### src/rtl/inst_fetch_unit.sv
// Instruction fetch responder: builds big-endian 32-bit words from a byte-wide store in four read beats.
// Optional IMEM_RANGE_CHECK_EN: misaligned or out-of-range requests return an error response instead of a fetch.
module inst_fetch_unit #(
    parameter int MEM_BYTES = 64,
    parameter int ADDR_BITS = 6
) (
    input  logic                 clock,
    input  logic                 reset_n,
    input  logic                 req_valid,
    output logic                 req_ready,
    input  logic [31:0]          req_address,
    output logic                 rsp_valid,
    input  logic                 rsp_ready,
    output logic [31:0]          rsp_instruction,
    output logic [31:0]          rsp_address,
    output logic                 rsp_error,
    input  logic                 load_en,
    input  logic [ADDR_BITS-1:0] load_address,
    input  logic [7:0]           load_byte
);

    typedef enum logic [1:0] {
        S_IDLE,
        S_READ,
        S_FAULT,
        S_RESP
    } state_t;

    state_t               r_state;
    state_t               w_next;
    logic [1:0]           r_beat;
    logic [31:0]          r_instr;
    logic [31:0]          r_addr;
    logic                 r_err;
    logic [7:0]           r_mem [MEM_BYTES];
    logic                 w_accept;
    logic                 w_fault;
    logic [ADDR_BITS-1:0] w_rd_idx;

    assign w_accept = req_valid && (r_state == S_IDLE);
    // Index arithmetic is ADDR_BITS wide, so a fetch near the top of the store wraps to byte 0.
    assign w_rd_idx = r_addr[ADDR_BITS-1:0] + ADDR_BITS'(r_beat);

`ifdef IMEM_RANGE_CHECK_EN
    assign w_fault = (req_address[1:0] != 2'b00) || (req_address >= 32'(MEM_BYTES));
`else
    assign w_fault = 1'b0;
`endif

    // NOTE: the store has no reset; clearing every byte would force it into flops instead of RAM.
    always_ff @(posedge clock) begin
        if (load_en) begin
            r_mem[load_address] <= load_byte;
        end
    end

    always_ff @(posedge clock or negedge reset_n) begin
        if (!reset_n) begin
            r_state <= S_IDLE;
        end else begin
            r_state <= w_next;
        end
    end

    // NOTE: w_next gets its default before the case so no path leaves it unassigned (no latch).
    always_comb begin
        w_next = r_state;
        unique case (r_state)
            S_IDLE:  if (req_valid) w_next = w_fault ? S_FAULT : S_READ;
            S_READ:  if (r_beat == 2'd3) w_next = S_RESP;
            S_FAULT: w_next = S_RESP;
            S_RESP:  if (rsp_ready) w_next = S_IDLE;
            default: w_next = S_IDLE;
        endcase
    end

    // NOTE: non-blocking reads of r_mem see the pre-edge byte, giving read-before-write on a same-cycle load.
    always_ff @(posedge clock or negedge reset_n) begin
        if (!reset_n) begin
            r_beat  <= 2'd0;
            r_instr <= 32'd0;
            r_addr  <= 32'd0;
            r_err   <= 1'b0;
        end else if (w_accept) begin
            r_beat  <= 2'd0;
            r_instr <= 32'd0;
            r_addr  <= req_address;
            r_err   <= w_fault;
        end else if (r_state == S_READ) begin
            r_instr <= {r_instr[23:0], r_mem[w_rd_idx]};
            r_beat  <= r_beat + 2'd1;
        end
    end

    assign req_ready       = (r_state == S_IDLE);
    assign rsp_valid       = (r_state == S_RESP);
    assign rsp_instruction = r_instr;
    assign rsp_address     = r_addr;
    assign rsp_error       = r_err;

endmodule

### config.mk
export PLATFORM = sky130hd
export DESIGN_NAME = inst_fetch_unit
export DESIGN_NICKNAME = d
export VERILOG_FILES = /design/src/rtl/inst_fetch_unit.sv
export SDC_FILE = /design/constraint.sdc
export NUM_CORES = 1
export LEC_CHECK = 0
export ABC_AREA = 1
export CAP_MARGIN = 40
export CORE_MARGIN = 2
export CORE_UTILIZATION = 55
export CTS_BUF_LIST = sky130_fd_sc_hd__clkbuf_2 sky130_fd_sc_hd__clkbuf_4 sky130_fd_sc_hd__clkbuf_8
export DETAILED_ROUTE_END_ITERATION = 10
export PLACE_DENSITY_LB_ADDON = 0.25
export SLEW_MARGIN = 20
export SYNTH_ARGS = -nofsm -noshare
export SYNTH_HDL_FRONTEND = slang
export SYNTH_SLANG_ARGS = --single-unit
export TNS_END_PERCENT = 50
### constraint.sdc
create_clock -name clock -period 2.1 [get_ports clock]
set_input_delay 0.315 -clock clock [delete_from_list [all_inputs] [get_ports clock]]
set_output_delay 0.315 -clock clock [all_outputs]
set_load 0.005 [all_outputs]
==> flow_summary_export.csv, run 1 <==
group,metric,value,unit
pwr,ir_worst_vdd,929,uV
finish,nets,2362,
synth,syn_area_per_cell,11.6,um^2
cts,cts_tree,"done",
placed_design,dpl.hpwl,36300,um
timing,setup_viol,8,
timing,period_share,130,%
cts,clock_path_buffers,3,
timing,clock.fmax,368,MHz
die,ioPinCount,118,
timing,hold_ws,0.147,ns
die,die_w,211,um
timing,hold_violations,0,
setup_path,crit_top_cell,"nand3_2",
placed_design,gp_congestion,0.896,
finish,area_growth,25.8,%
timing,max_slew_margin,56.8,%
detailed_routing,viasPerCell,5.83,
synth,synth_nets,2084,
synth,ys_seq_area_share,72.6,%
run_status,violations,"negative setup slack",
finish,design_area,0.0296,mm^2
min_path,hold_path.class,"in -> reg",
global_route,grt_pass1_wl,95300,um
global_route,grt_antenna_before_repair,1,
timing,rsz0062_at_grt,"yes",
setup_path,crit_path_start_kind,"flop",
detailed_routing,vias,17032,
timing,drv_slew,0,
setup_path,worstPathMaxFanout,6,
finish,layout_common_cells,"644 x nand2_1, 512 x edfxtp_1, 366 x nand3_1",
cts,numCtsBuffers,91,
cts,cts.htree.levels,3,
timing,max_slew.worst_pin.slew,0.648,ns
finish,final_common_cell,"nand2_1",
setup_path,crit_slowest_cell,"fa_4",
setup_path,end_kind,"flop",
cts,cts_root_buf,"clkbuf_8",
cts,clk_latency,0.65,ns
detailed_routing,dr.pass1.iters,7,
cts,clkSinkCount,580,
pwr,power.leakage,11.3,nW
synth,synth_warnings,0,
pwr,p_per_area,1720,mW/mm^2
setup_path,max_stage_delay,0.87,ns
finish,drive_above_1_share,21.7,%
die,die_h,211,um
global_route,grt_overflow_total,0,
flow_run,cap_viol_max_count,0,
synth,ys_ff_latch,580,
die,dieArea,0.0444,mm^2
timing,final.min_clock_period,2.72,ns
timing,layout_setup_ws,-0.620,ns
detailed_routing,drtIter0Drc,2252,
detailed_routing,drc,0,
synth,synth_area,0.0235,mm^2
detailed_routing,drtAntennaViolNets,0,
global_route,grt_pass1_vias,16630,
synth,syn_inst,2025,
die,core,0.0420,mm^2
cts,clkSlewWorstSetupHoldPaths,0.07,ns
die,start_util,55.9,%
setup_path,required,2.65,ns
timing,clock_skew,0.0247,ns
setup_path,criticalPathCategory,"reg -> reg",
finish,fill_cells,2855,
finish,final_core_util,70.4,%
placed_design,placed_area,0.0263,mm^2
setup_path,arrival,3.27,ns
detailed_routing,wl_per_cell,21.7,um
global_route,groute.usage.overall,28.3,%
run_status,status,"complete, but fails checks",
die,fp-row-count,75,
synth,ys_types,25,
setup_path,cp_cell_sequence,"ha_4 > inv_2 > fa_4 > buf_8 > buf_12 > buf_12 > buf_12 > nand3_2 > nand3_2 > nand3_1 > nand3_2 > nand3_2 > nand3_2 > nand2_1",
global_route,grt_max_degree,69,
placed_design,port_buffers,116,
detailed_routing,routed_wl,63300,um
[path summary, 6_finish.rpt]
check | from | to | slack, ns | cells after the start
setup / recovery | rsp_address[0]$_DFFE_PN0P_ | rsp_instruction[0]$_DFFE_PN0P_ | -0.62 | 14
setup reg to reg | rsp_address[0]$_DFFE_PN0P_ | rsp_instruction[0]$_DFFE_PN0P_ | -0.62 | 14
hold reg to reg | rsp_address[16]$_DFFE_PN0P_ | rsp_address[16]$_DFFE_PN0P_ | 0.48 | 2
min in group asynchronous | reset_n | rsp_instruction[26]$_DFFE_PN0P_ | 0.23 | 3
max in group asynchronous | reset_n | rsp_address[21]$_DFFE_PN0P_ | 1.57 | 3
hold / removal | load_byte[2] | r_mem[14][2]$_DFFE_PP_ | 0.15 | 1
[cell type report]
type,instances,area [um^2],area share [%]
Timing Repair Buffer,303,3250,11.0
Multi-Input combinational cell,1281,6530,22.1
Clock inverter,35,245,0.829
Antenna cell,2,5.00,0.0169
Inverter,46,185,0.626
Tap cell,539,674,2.28
Sequential cell,580,17100,57.7
Clock buffer,134,1610,5.45
[registers in the layout, summed over array words and instances (netlist names)]
| register | flops |
|---|---|
| r_beat | 2 |
| r_mem | 512 |
| r_state | 2 |
| rsp_address | 32 |
| rsp_instruction | 32 |
[per-stage QoR]
step / worst slack [ns] / setup TNS, ns / power, mW / instances
2_1_floorplan: 0.0160 / 0 / 26.7 / 2025
3_3_place_gp: -0.901 / -6.67 / 34.8 / 2720
3_5_place_dp: -0.928 / -6.85 / 35.2 / 2720
4_1_cts: -0.617 / -4.87 / 48.2 / 2908
5_1_grt: -0.702 / -5.15 / 53.2 / 2919
6_report: -0.620 / -4.72 / 50.7 / 2920
[power by group]
group	internal, mW	switching [mW]	total (mW)	leakage [nW]
Sequential	13.2	0.394	13.6	5.48
Combinational	10.9	16.6	27.5	4.86
Clock	5.30	4.36	9.66	0.977
Total	29.4	21.3	50.7	11.3
[cell families after synthesis]
family / count (synthesis) / share of synthesized area, %
adder cells (fa/ha/maj): 8 / 0.458
flip-flops: 580 / 72.6
XOR/XNOR: 2 / 0.138
AND/OR/NAND/NOR: 1238 / 22.6
AO/OA/AOI/OAI: 32 / 0.740
other: 1 / 0.0159
buffers and inverters: 164 / 3.40
[Yosys cell counts]
master,count,share of area [%]
nand4_1,8,0.21
nand2_1,647,10
fa_1,1,0.085
dfrtp_1,68,7.2
buf_1,2,0.032
nor2_2,3,0.080
buf_6,1,0.048
inv_1,40,0.64
buf_2,84,1.8
o221ai_1,1,0.037
xor2_2,1,0.069
o21ai_0,22,0.47
inv_2,6,0.096
conb_1,1,0.016
clkbuf_1,12,0.19
nand2_2,1,0.027
buf_4,19,0.61
edfxtp_1,512,65
nor2_1,65,1.0
xnor2_2,1,0.069
a21oi_1,1,0.021
ha_1,7,0.37
nand3b_1,1,0.032
o22ai_1,8,0.21
nand3_1,513,11
[routing by layer]
metal,up-vias,wire length (um),global-route usage [%]
li1,7668,-,-
met1,8247,25300,39.0
met2,996,30100,45.1
met3,121,6150,5.44
met4,0,1800,11.0
met5,-,0,0
[timing repair]
item / 4_1_cts / 5_1_grt
endpoints found under the hold margin: 68 / 0
gates cloned: 7 / 3
hold buffers: 1 / 0
setup endpoints to repair: 10 / 8
buffers inserted: 11 / 8
resized for setup: 96 / 99
pin swaps: 17 / 44
[critical path, delay by kind of cell, from the launching register on]
| family | cells | cell delay (ns) |
|---|---|---|
| buf+inv | 5 | 0.59 |
| flops | 1 | 0.41 |
| simple gates | 7 | 0.57 |
| fa+ha+maj | 2 | 1.03 |
Power figures use the tool's default switching activity.
==> run 2, diff against run 1 <==
- CTS_CLUSTER_SIZE: not set -> 28
- SLEW_MARGIN: 20 -> 0
==> results of run 2 <==
The final DEF is identical to that of run 1; final timing and power are the same.
==> run 3, diff against run 2 <==
==> constraint.sdc (replaced) <==
create_clock -name clock -period 2.1 [get_ports clock]
set_input_delay 0.315 -clock clock [delete_from_list [all_inputs] [get_ports clock]]
set_output_delay 0.315 -clock clock [all_outputs]
set_load 0.1 [all_outputs]
==> run 3 against run 2 <==
Against the previous run: the flow still finishes with violations (negative setup slack); cell count shrank 0.45%; count of clock-buffer cells in the layout grew 4; maximum frequency grew 0.21%; register-to-register slack is essentially flat; worst hold slack lost 0.0025 ns; via count shrank 0.67%; utilization shrank 2.4 points; critical path type unchanged; setup slack gained 0.0056 ns; clock skew grew 0.014 ns; sequential cell count is the same; critical endpoint is now rsp_instruction[1]$_DFFE_PN0P_; sequential share of layout area grew 2.0 points; non-clock buffer count shrank 4.
==> flow_summary_export.csv, run 3 (synthesis results as in run 1) <==
group,metric,value,unit
finish,nets,2357,
die,core,0.0420,mm^2
setup_path,end_kind,"flop",
global_route,grt_overflow_total,0,
finish,area_growth,21.6,%
finish,final_core_util,68.0,%
setup_path,path_buf_inv,4,
detailed_routing,dr.pass1.iters,6,
cts,cts_root_buf,"clkbuf_8",
timing,rsz0062_at_grt,"yes",
setup_path,arrival,3.32,ns
detailed_routing,routed_wl,62300,um
min_path,hold_path.class,"in -> reg",
die,die_h,211,um
setup_path,crit_slowest_cell,"fa_4",
global_route,grt_max_degree,82,
detailed_routing,drc,0,
timing,clock_skew,0.0387,ns
cts,clkSlewWorstSetupHoldPaths,0.07,ns
timing,hold_violations,0,
global_route,grt_antenna_before_repair,0,
global_route,groute.usage.overall,28.0,%
timing,period_share,129,%
finish,drive_above_1_share,19.0,%
die,dieArea,0.0444,mm^2
detailed_routing,vias,16918,
setup_path,worstPathMaxFanout,13,
setup_path,crit_top_cell,"nand3_1",
placed_design,port_buffers,116,
global_route,grt_pass1_vias,16356,
finish,antenna-diode-count,0,
finish,instances_no_fill,2907,
detailed_routing,viasPerCell,5.82,
cts,cts_tree,"done",
finish,final_common_cell,"nand2_1",
placed_design,dpl.hpwl,36700,um
die,fp-row-count,75,
setup_path,max_stage_delay,0.70,ns
setup_path,crit_path_start_kind,"flop",
finish,largest_reg_flops,512,
setup_path,cp_cell_sequence,"ha_4 > inv_1 > fa_4 > buf_4 > clkbuf_16 > clkbuf_16 > nand3_1 > nand3_1 > nand3_1 > nand3_1 > nand3_1 > nand3_1 > nand2_1",
setup_path,required,2.70,ns
timing,final.min_clock_period,2.71,ns
cts,numCtsBuffers,90,
timing,clock.fmax,368,MHz
flow_run,cap_viol_max_count,0,
placed_design,place_inst,2731,
die,ioPinCount,118,
cts,clk_latency,0.66,ns
timing,setup_viol,8,
cts,clkSinkCount,580,
detailed_routing,wl_per_cell,21.4,um
timing,max_slew_margin,48.3,%
placed_design,gp_congestion,0.869,
detailed_routing,drtAntennaViolNets,0,
timing,hold_ws,0.144,ns
die,start_util,55.9,%
timing,max_slew.worst_pin.slew,0.772,ns
cts,cts.htree.levels,3,
global_route,grt_pass1_wl,93300,um
detailed_routing,drtIter0Drc,2253,
timing,layout_setup_ws,-0.614,ns
die,die_w,211,um
timing,tns,-4.54,ns
run_status,status,"complete, but fails checks",
timing,drv_slew,0,
finish,top_register,"r_mem",
finish,layout_common_cells,"646 x nand2_1, 512 x edfxtp_1, 491 x nand3_1",
cts,clock_path_buffers,3,
setup_path,path_delay_family,"adder cells",
run_status,violations,"negative setup slack",
setup_path,criticalPathCategory,"reg -> reg",
==> run 3: area by class of cell <==
cell class              count  area, um^2
clock buffers             138        1660
clock inverters            24         116
fillers                  3017       13400
inverters                  46         190
multi-input cells        1281        5790
flip-flops and latches    580       17100
well taps                 539         674
repair buffers            299        3080
==> run 3: per-stage QoR <==
stage          worst slack, ns  cell area [um^2]
2_1_floorplan           -0.163             23700
3_3_place_gp            -0.626             26400
3_5_place_dp            -0.644             26400
4_1_cts                 -0.563             28300
5_1_grt                 -0.703             28600
6_report                -0.614             28600
==> run 3: routing by layer <==
metal / wire, um / track usage, % / vias to the layer above
li1: - / - / 7645
met1: 25000 / 39.5 / 8104
met2: 28300 / 43.2 / 1036
met3: 7100 / 5.83 / 133
met4: 1890 / 11.0 / 0
met5: 0 / 0 / -
==> run 3: path summary, 6_finish.rpt <==
check / start / to / depth (start not counted) / slack [ns]
max: rsp_address[0]$_DFFE_PN0P_ / rsp_instruction[1]$_DFFE_PN0P_ / 13 / -0.61
min: load_byte[4] / r_mem[37][4]$_DFFE_PP_ / 1 / 0.14
max reg2reg: rsp_address[0]$_DFFE_PN0P_ / rsp_instruction[1]$_DFFE_PN0P_ / 13 / -0.61
min reg2reg: rsp_address[9]$_DFFE_PN0P_ / rsp_address[9]$_DFFE_PN0P_ / 2 / 0.48
max in group asynchronous: reset_n / rsp_address[0]$_DFFE_PN0P_ / 3 / 1.37
min in group asynchronous: reset_n / rsp_instruction[12]$_DFFE_PN0P_ / 2 / 0.15
==> run 3: timing repair <==
action,in CTS,in global routing
gates cloned,4,4
pin swaps,0,5
resized for setup,8,29
hold endpoints to repair,68,0
hold buffers,1,0
buffers inserted,0,5
endpoints found under the setup margin,8,8
Power of run 3 is left out: the tool's default activity adds up to more than one toggle a clock period on the data nets, which glitch-free logic cannot reach.
